**config.mk**
```make
export PLATFORM = sky130hd
export DESIGN_NAME = sram_bus_responder_flat
export DESIGN_NICKNAME = d
export VERILOG_FILES = /design/src/rtl/sram_bus_pkg.sv /design/src/rtl/sram_bus_responder_if.sv /design/src/rtl/sram_word_array.sv /design/src/rtl/sram_bus_responder.sv /design/src/flat_wrapper.sv
export SDC_FILE = /design/constraint.sdc
export NUM_CORES = 2
export LEC_CHECK = 0
export CAP_MARGIN = 5
export CORE_ASPECT_RATIO = 0.7
export CORE_MARGIN = 5
export CORE_UTILIZATION = 50
export DETAILED_ROUTE_END_ITERATION = 6
export GPL_ROUTABILITY_DRIVEN = 0
export PLACE_DENSITY = 0.66
export SLEW_MARGIN = 30
export SYNTH_ARGS = -nofsm -noshare
export SYNTH_HDL_FRONTEND = slang
export SYNTH_SLANG_ARGS = --single-unit
export TNS_END_PERCENT = 5
```
**constraint.sdc**
```tcl
create_clock -name clk -period 4.84 [get_ports clk]
set_clock_uncertainty 0.2 [all_clocks]
set_input_delay 0.726 -clock clk [delete_from_list [all_inputs] [get_ports clk]]
set_output_delay 0.726 -clock clk [all_outputs]
set_load 0.05 [all_outputs]
```
**src/rtl/sram_bus_pkg.sv**
```systemverilog
// Shared types for the SRAM bus responder: FSM states, operation codes
// and the wait-counter width.
package sram_bus_pkg;

    typedef enum logic [1:0] {
        IDLE = 2'd0,
        WAIT = 2'd1,
        DONE = 2'd2
    } state_t;

    typedef enum logic {
        OP_READ  = 1'b0,
        OP_WRITE = 1'b1
    } op_t;

    // Wide enough for the largest legal WAIT_STATES value (15).
    localparam int CNT_W = 4;

    // A request with both strobes high is serviced as a write.
    function automatic op_t decode_op(input logic rd, input logic wr);
        if (wr) begin
            return OP_WRITE;
        end else begin
            return (rd) ? OP_READ : OP_READ;
        end
    endfunction

endpackage

```
**src/rtl/sram_bus_responder_if.sv**
```systemverilog
// CPU request bus between the request unit (master) and the memory
// responder (slave).
interface sram_bus_responder_if #(
    parameter int ADDR_W = 5,
    parameter int DATA_W = 32
) ();

    logic                  read_i;
    logic                  write_i;
    logic [ADDR_W-1:0]     adr_i;
    logic [DATA_W-1:0]     cpu_dat_i;
    logic [DATA_W/8-1:0]   sel_i;
    logic [DATA_W-1:0]     cpu_dat_o;
    logic                  busy_o;
    logic                  ack_o;

    modport master (
        output read_i, write_i, adr_i, cpu_dat_i, sel_i,
        input  cpu_dat_o, busy_o, ack_o
    );

    modport slave (
        input  read_i, write_i, adr_i, cpu_dat_i, sel_i,
        output cpu_dat_o, busy_o, ack_o
    );

endinterface

```
**src/rtl/sram_word_array.sv**
```systemverilog
// Word-addressed storage with byte-lane writes, a registered read port
// that holds its value between reads, and synchronous clear on reset.
module sram_word_array #(
    parameter int ADDR_W = 5,
    parameter int DATA_W = 32
) (
    input  logic                clk,
    input  logic                rst,
    input  logic                we,
    input  logic [ADDR_W-1:0]   adr,
    input  logic [DATA_W/8-1:0] sel,
    input  logic [DATA_W-1:0]   wdata,
    input  logic                re,
    output logic [DATA_W-1:0]   rdata
);

    localparam int DEPTH = 2 ** ADDR_W;
    localparam int LANES = DATA_W / 8;

    logic [DATA_W-1:0] mem_r [DEPTH];

    function automatic logic [DATA_W-1:0] merge_lanes(
        input logic [DATA_W-1:0] old_word,
        input logic [DATA_W-1:0] new_word,
        input logic [LANES-1:0]  lane_en
    );
        logic [DATA_W-1:0] res;
        res = old_word;
        for (int l = 0; l < LANES; l++) begin
            if (lane_en[l]) begin
                res[8*l +: 8] = new_word[8*l +: 8];
            end else begin
                res[8*l +: 8] = old_word[8*l +: 8];
            end
        end
        return res;
    endfunction

    // Storage update and registered read; reset wins over any pending write.
    always_ff @(posedge clk) begin
        if (!rst) begin
            mem_r <= '{default: '0};
            rdata <= '0;
        end else begin
            if (we) begin
                mem_r[adr] <= merge_lanes(mem_r[adr], wdata, sel);
            end
            if (re) begin
                rdata <= mem_r[adr];
            end
        end
    end

endmodule

```
**src/rtl/sram_bus_responder.sv**
```systemverilog
// Target end of the CPU request bus: captures one request while idle, waits
// WAIT_STATES cycles, then performs it against the word array and pulses ack.
module sram_bus_responder
    import sram_bus_pkg::*;
#(
    parameter int ADDR_W      = 5,
    parameter int DATA_W      = 32,
    parameter int WAIT_STATES = 1
) (
    input  logic                 clk,
    input  logic                 rst,
    sram_bus_responder_if.slave  bus
);

    state_t                state_r;
    logic [CNT_W-1:0]      cnt_r;
    op_t                   op_r;
    logic [ADDR_W-1:0]     adr_r;
    logic [DATA_W-1:0]     dat_r;
    logic [DATA_W/8-1:0]   sel_r;
    logic                  busy_r;
    logic                  ack_r;
    logic                  we_s;
    logic                  re_s;
    logic [DATA_W-1:0]     rdata_s;

    // Memory strobes fire only on the DONE edge, from the latched request.
    always_comb begin
        we_s = 1'b0;
        re_s = 1'b0;
        if (state_r == DONE) begin
            we_s = (op_r == OP_WRITE);
            re_s = (op_r == OP_READ);
        end else begin
            we_s = 1'b0;
            re_s = 1'b0;
        end
    end

    // Request FSM with wait counter and registered handshake outputs.
    always_ff @(posedge clk) begin
        if (!rst) begin
            state_r <= IDLE;
            cnt_r   <= {CNT_W{1'b0}};
            op_r    <= OP_READ;
            adr_r   <= '0;
            dat_r   <= '0;
            sel_r   <= '0;
            busy_r  <= 1'b0;
            ack_r   <= 1'b0;
        end else begin
            ack_r <= 1'b0;
            case (state_r)
                IDLE: begin
                    if (bus.read_i || bus.write_i) begin
                        op_r   <= decode_op(bus.read_i, bus.write_i);
                        adr_r  <= bus.adr_i;
                        dat_r  <= bus.cpu_dat_i;
                        sel_r  <= bus.sel_i;
                        busy_r <= 1'b1;
                        if (WAIT_STATES > 0) begin
                            state_r <= WAIT;
                            cnt_r   <= CNT_W'(WAIT_STATES);
                        end else begin
                            state_r <= DONE;
                        end
                    end
                end
                WAIT: begin
                    cnt_r <= cnt_r - CNT_W'(1);
                    if (cnt_r == CNT_W'(1)) begin
                        state_r <= DONE;
                    end
                end
                DONE: begin
                    busy_r  <= 1'b0;
                    ack_r   <= 1'b1;
                    state_r <= IDLE;
                end
                default: begin
                    busy_r  <= 1'b0;
                    state_r <= IDLE;
                end
            endcase
        end
    end

    sram_word_array #(
        .ADDR_W (ADDR_W),
        .DATA_W (DATA_W)
    ) u_array (
        .clk   (clk),
        .rst   (rst),
        .we    (we_s),
        .adr   (adr_r),
        .sel   (sel_r),
        .wdata (dat_r),
        .re    (re_s),
        .rdata (rdata_s)
    );

    assign bus.cpu_dat_o = rdata_s;
    assign bus.busy_o    = busy_r;
    assign bus.ack_o     = ack_r;

endmodule

```
**src/flat_wrapper.sv**
```systemverilog
// flat-port wrapper written by rule: the top's interface ports become plain ports
module sram_bus_responder_flat import sram_bus_pkg::*;
#(
    parameter int ADDR_W      = 5,
    parameter int DATA_W      = 32,
    parameter int WAIT_STATES = 1
)
  (clk, rst, bus_read_i, bus_write_i, bus_adr_i, bus_cpu_dat_i, bus_sel_i, bus_cpu_dat_o, bus_busy_o, bus_ack_o);
  sram_bus_responder_if #(.ADDR_W(ADDR_W), .DATA_W(DATA_W)) bus_i ();
  input  logic clk;
  input  logic rst;
  input wire logic [$bits(bus_i.read_i)-1:0] bus_read_i;
  input wire logic [$bits(bus_i.write_i)-1:0] bus_write_i;
  input wire logic [$bits(bus_i.adr_i)-1:0] bus_adr_i;
  input wire logic [$bits(bus_i.cpu_dat_i)-1:0] bus_cpu_dat_i;
  input wire logic [$bits(bus_i.sel_i)-1:0] bus_sel_i;
  output wire logic [$bits(bus_i.cpu_dat_o)-1:0] bus_cpu_dat_o;
  output wire logic [$bits(bus_i.busy_o)-1:0] bus_busy_o;
  output wire logic [$bits(bus_i.ack_o)-1:0] bus_ack_o;
  assign bus_i.read_i = bus_read_i;
  assign bus_i.write_i = bus_write_i;
  assign bus_i.adr_i = bus_adr_i;
  assign bus_i.cpu_dat_i = bus_cpu_dat_i;
  assign bus_i.sel_i = bus_sel_i;
  assign bus_cpu_dat_o = bus_i.cpu_dat_o;
  assign bus_busy_o = bus_i.busy_o;
  assign bus_ack_o = bus_i.ack_o;
  sram_bus_responder #(.ADDR_W(ADDR_W), .DATA_W(DATA_W), .WAIT_STATES(WAIT_STATES)) u_core (.clk(clk), .rst(rst), .bus(bus_i));
endmodule
```
## Word-level counts from Yosys, hierarchy flattened

Cells that the tools add are included.

| word-level totals | value |
|---|---|
| flip-flop bits (word level) | 1106 |
| bits in latches | 0 |
| RAM bits | 0 |
| bits in read-only memories | 0 |
| input port bits | 45 |
| output and inout bits | 34 |
| word-level logic and storage cells | 89 |
| memories | 0 |

| cells by class | value |
|---|---|
| $add $sub $neg | 1 |
| multipliers | 0 |
| div/mod/pow operators | 0 |
| order comparisons | 2 |
| eq/ne operators | 5 |
| shifts and indexed selects | 0 |
| multiplexer cells | 29 |
| bitwise operators | 3 |
| reduce and logical (&&, ||, !) cells | 8 |

Operators with widths:

| kind | count |
|---|---|
| bitwise mux 1024 bit | 1 |
| binary-select mux 32 bit (select 5 bit) | 1 |
| demux 32 bit (select 5 bit) | 1 |
| two-way mux 32 bit | 3 |
| two-way mux 8 bit | 12 |
| one-hot mux 4 bit (2 select lines) | 1 |
| AND reduction 2 bit | 4 |
| greater-or-equal comparator 6 bit, second input constant | 1 |
| < comparator 6 x 1 -> 1 bit, second input constant | 1 |
| NOT 5 -> 6 bit | 1 |
| two-way mux 1 bit | 5 |
| equality test 4 x 1 -> 1 bit, second input constant | 1 |
| two-way mux 2 bit | 2 |
| two-way mux 4 bit | 1 |
| != test 2 x 1 -> 1 bit, second input constant | 2 |
| one-hot mux 2 bit (2 select lines) | 1 |
| subtractor 4 x 1 -> 4 bit, second input constant | 1 |
| equality test 2 x 1 -> 1 bit, second input constant | 1 |
| equality test 2 bit, second input constant | 1 |
| zero test 2 bit | 1 |
| NOT 1 bit | 2 |
| one-hot mux 1 bit (2 select lines) | 1 |
| nonzero test 2 bit | 1 |
| logical AND 1 bit | 1 |
| logical OR 1 bit | 1 |

## Logic depth before layout (Yosys ltp)

| depth | value |
|---|---|
| word-level depth | 8 |
| gate-level depth with buffers | 10 |
| mapped depth without buffers | 6 |

## Modules after synthesis

A second synthesis with hierarchy kept.

| second synthesis, totals | value |
|---|---|
| cell total of the unflattened synthesis | 5237 |
| area, all modules | 50548.5 um^2 |

Modules (own cells, without submodules):

| module | instances | cells each | area an instance (um^2) | seq. area each (um^2) |
|---|---|---|---|---|
| sram_word_array | 1 | 5002 | 48420.2 | 21140.3 |
| sram_bus_responder | 1 | 235 | 2128.3 | 1001.0 |

## Worst setup path after synthesis

No wires, ideal clock.

| timing | value |
|---|---|
| kind | register -> register |
| start | register u_core.adr_r[1] |
| end | register u_core.u_array.mem_r[362] in the netlist's numbering |
| library setup time | 142 ps |
| arrival | 2206 ps |
| data required time | 4498 ps |
| path slack | 2293 ps |
| cell stages (with the launch flop) | 9 |
| period minus slack after synthesis | 2547 ps |
| cell sequence | dfxtp_1 -> buf_6 -> buf_1 -> mux2i_1 -> o22ai_1 -> or4_1 -> nor2_4 -> buf_6 -> o221ai_2 |

| between the ends | value |
|---|---|
| cells in the longest elaborated chain, start to end | 8 |
| elaborated cells on any way between the ends | 13 |
| those cells by class | 2 x order compare; 9 x mux; 1 x bitwise; 1 x reduce/logical |

RTL lines:

| item | line | source |
|---|---|---|
| start, declared | sram_bus_responder.sv:18 | `logic [ADDR_W-1:0] adr_r;` |
| start signal, assigned | sram_bus_responder.sv:57 | `adr_r <= bus.adr_i;` |
| NOT 5 -> 6 bit (implied by the code) (*) | sram_word_array.sv:46 | `mem_r[adr] <= merge_lanes(mem_r[adr], wdata, sel);` |
| binary-select mux 32 bit (select 5 bit) | sram_word_array.sv:46 |  |
| two-way mux 32 bit (implied by the code) (2 in series) | sram_word_array.sv:46 |  |
| two-way mux 8 bit | sram_word_array.sv:30 | `if (lane_en[l]) begin` |
| two-way mux 8 bit | sram_word_array.sv:45 | `if (we) begin` |
| two-way mux 8 bit | sram_word_array.sv:41 | `if (!rst) begin` |
| bitwise mux 1024 bit (*) | sram_word_array.sv:46 |  |
| end signal, assigned by index | sram_word_array.sv:46 |  |
| end, declared | sram_word_array.sv:20 | `logic [DATA_W-1:0] mem_r [DEPTH];` |

Mark *: on every way between the ends. The rest lies on a longest branch, timed or not. The select of a mux whose other input is x is not followed.
A chain may end at the register's enable or synchronous reset.

## Final worst setup path

| timing | value |
|---|---|
| start | register u_core.adr_r[0] |
| end | register u_core.u_array.mem_r[275] in the netlist's numbering |

The elaborated chain is that of the path after synthesis.

==> reports/results.ini <==
[setup_path]
crit_path_end_kind = flop
critPathArrivalTime_ns = 4.41
r2r-end = u_core.u_array.mem_r[275]
path_buf_inv = 1
r2r_slack_ns = 0.77
timing.rr.start = u_core.adr_r[0]
cp.required_ns = 5.18
crit_chain = nand4bb_2, buf_12, o22ai_1, or4_1, nor2_4, o221ai_1
worst_path_largest_cell_delay_ns = 0.88
cp-start-kind = flop
crit_type = flop to flop
r2r_cells = 6
crit_fanout = 33
cp.depth = 6
critPathSlowestCell = dfxtp_1
crit_family = simple AND/OR/NAND/NOR gates

[synthesis]
yosysTopAreaCellShare = 0.445
synth_top_area_cell = dfxtp_1
async_flop_share = 0
synth_xor_area_frac = 0
synth_fa_ha_area_frac = 0.000503
ys_top_cells_by_area = dfxtp_1, o221ai_1, nand3_1
synthMuxAreaShare = 0.103
synth.avg_cell_area_um2 = 9.51
synthesis.nets = 5279
synth_cell_types = 48
synth_top_flop_cell = dfxtp_1
synth_edf_count = 0
synth-simple-area-share = 0.157
synthCells = 5232
synth_area_mm2 = 0.0498
synth-seq-cells = 1106
ys_warn_count = 0
synth_top_family_by_area = compound AO/OA/AOI/OAI gates
yosysSeqAreaShare = 0.445
synth_compound_area_frac = 0.230

[clocking]
cts_max_path_buffers = 3
postCtsResizedCells = 0
clock_sinks = 1106
htree_levels = 3
holdBufCountCts = 0
cts_made_buffers = 101
post_cts_buffers = 0
cts_tree = yes
cts-root-buf = clkbuf_16
clk-insertion-delay-late_ns = 0.72
cts.clk_slew.worst_paths_ns = 0.07

[power]
p_sw_w = 0.00452
power_density_mw_per_mm2 = 347
seqPwrFrac = 0.487
clock_power_share = 0.456
p_sw_frac = 0.239
p_int_w = 0.0144
comb_power_share = 0.056
ir_drop_uv = 265
total_leakage_power_nw = 16.8

[global_routing]
antenna_found_initial = 3
grt_usage = 0.342
grt_start_max_net_pins = 231
grt_pass1_vias = 42732
overflow = 0
grt_pass1_wl_mm = 283

[timing]
max_freq_mhz = 246
timing.final.crit_share = 0.841
period_needed_ns = 4.07
worst_slew_pin_slew_ns = 1.05
rsz0062_at_grt = no
setup_slack_ns = 0.769
drv_slew = 0
setup-violations-final = 0
slew_headroom = 0.296
hold_viol = 0
finalHoldWorstSlack_ns = 0.222
fin_setup_tns_ns = 0

[die]
initial_core_util = 0.506
num_rows = 96
die_y_um = 274
die-width_um = 387
core_area_mm2 = 0.0984
num_io_pins = 79
dieArea_mm2 = 0.106

[detailed_routing]
post_drt_via_cell_ratio = 7.48
postRouteWirelength_mm = 192
drcViolationCount = 1
final_antenna_net_count = 0
drt_iter0_drc = 8350
vias = 47321
drtPass1Iterations = 7
wl_per_cell_um = 30.3

[worst_hold_path]
hold_path_depth = 2
whs_endpoint = u_core.sel_r[2]
hold_class = input pin to flop
min_from = rst

[final_layout]
syn_to_final_growth_pct = 9.63
drive_above_1_share = 0.0972
nFillCells = 8641
fin_nets = 4964
diodes = 0

[placed_design]
dp_hpwl_mm = 118
portBuffers = 78
pre_cts_ws_ns = 0.853

[job]
maxCapViolCount = 0

[run_status]
status = finished with violations
failed_checks = DRC

==> cell usage after synthesis, types with 3 or more instances <==
library cell,count
buf_2,112
nor2_1,33
nor2_2,3
buf_6,29
clkbuf_1,457
nand4bb_1,6
or4_1,64
nor2_4,29
buf_1,5
o221ai_2,30
inv_1,3
o22ai_1,257
nand2_1,275
nand3_1,1063
o221ai_1,962
and3_1,3
buf_4,82
nor2b_1,8
and3b_1,4
a21boi_0,43
nand2b_1,4
dfxtp_1,1106
o211ai_1,31
or4b_1,4
a21oi_1,33
mux2i_1,512
o21ai_0,34
and2_1,7
nor3_1,6
==> through the flow <==
| step | util | cell area (um^2) | instances | total power [W] |
|---|---|---|---|---|
| after floorplan | - | 49800 | 5232 | 0.0101 |
| after global placement | 0.517 | 50900 | 6134 | 0.0104 |
| after detailed placement | 0.518 | 50900 | 6135 | 0.0105 |
| after CTS | 0.554 | 54500 | 6323 | 0.0189 |
| after global routing | 0.554 | 54500 | 6325 | 0.0194 |
| final | 0.554 | 54500 | 6325 | 0.0189 |
==> worst max-delay path by stage <==
| stage | end | slack [ns] | from |
|---|---|---|---|
| 3_5_place_dp | u_core.u_array.mem_r[659] | 0.85 | u_core.adr_r[4] |
| 2_1_floorplan | u_core.u_array.mem_r[362] | 2.29 | u_core.adr_r[1] |
| 5_1_grt | u_core.u_array.mem_r[245] | 0.71 | u_core.adr_r[4] |
| 4_1_cts | u_core.u_array.mem_r[659] | 0.83 | u_core.adr_r[0] |
| 3_3_place_gp | u_core.u_array.mem_r[243] | 0.96 | u_core.adr_r[0] |
| 6_report | u_core.u_array.mem_r[275] | 0.77 | u_core.adr_r[0] |
==> cell families after synthesis <==
kind of cell / after synthesis
AO/OA/AOI/OAI: 1397
buffers and inverters: 688
flip-flops: 1106
AND/OR/NAND/NOR: 1527
multiplexers: 512
adder cells (fa/ha/maj): 2
==> sequential cells by signal, summed over array words and instances, names as in the netlist <==
| name | cells |
|---|---|
| u_core.dat_r | 32 |
| u_core.u_array.rdata | 32 |
| u_core.u_array.mem_r | 1024 |
| u_core.op_r | 1 |
| u_core.adr_r | 5 |
| u_core.bus.ack_o | 1 |
| u_core.sel_r | 4 |
| u_core.cnt_r | 4 |
| u_core.state_r | 2 |
| u_core.bus.busy_o | 1 |
==> cells in the final DEF (no fill, tap or decap), types with 11 or more instances in the layout <==
cell             instances
a21boi_0                43
a21oi_1                 33
buf_12                  24
buf_4                  161
bufinv_16               11
clkbuf_1                18
clkbuf_16              104
clkbuf_8                26
clkdlybuf4s50_1         77
clkinv_2                17
dfxtp_1               1105
mux2i_1                512
nand2_1                239
nand2_2                 32
nand3_1               1055
nor2_1                  32
nor2_4                  30
o211ai_1                31
o21ai_0                 34
o221ai_1               962
o221ai_2                30
o22ai_1                257
or4_1                   64
==> power groups by stage <==
| stage | combinational (W) | sequential [W] | clock, W |
|---|---|---|---|
| final | 0.00106 | 0.00923 | 0.00865 |
| after global placement | 0.00101 | 0.00943 | 0 |
| after floorplan | 0.000683 | 0.00942 | 0 |
| after global routing | 0.00109 | 0.00923 | 0.00905 |
| after CTS | 0.00103 | 0.00923 | 0.00866 |
| after detailed placement | 0.00103 | 0.00944 | 0 |
==> layer usage <==
layer,GRT usage,vias up,part of all wire
li1,-,20137,-
met1,0.506,23074,0.42
met2,0.459,3582,0.39
met3,0.101,524,0.14
met4,0.144,4,0.047
met5,0.00455,-,0.00043
==> final cells by class <==
class / count / area [um^2] / share of cell area
Inverter: 3 / 11.3 / 0.000206
Tap cell: 1323 / 1660 / 0.0303
Sequential cell: 1106 / 22100 / 0.406
Multi-Input combinational cell: 3438 / 24600 / 0.451
Timing Repair Buffer: 267 / 2570 / 0.0471
Clock inverter: 40 / 518 / 0.00950
Clock buffer: 148 / 3030 / 0.0555
Note: power is estimated with default switching activity, not from simulation.
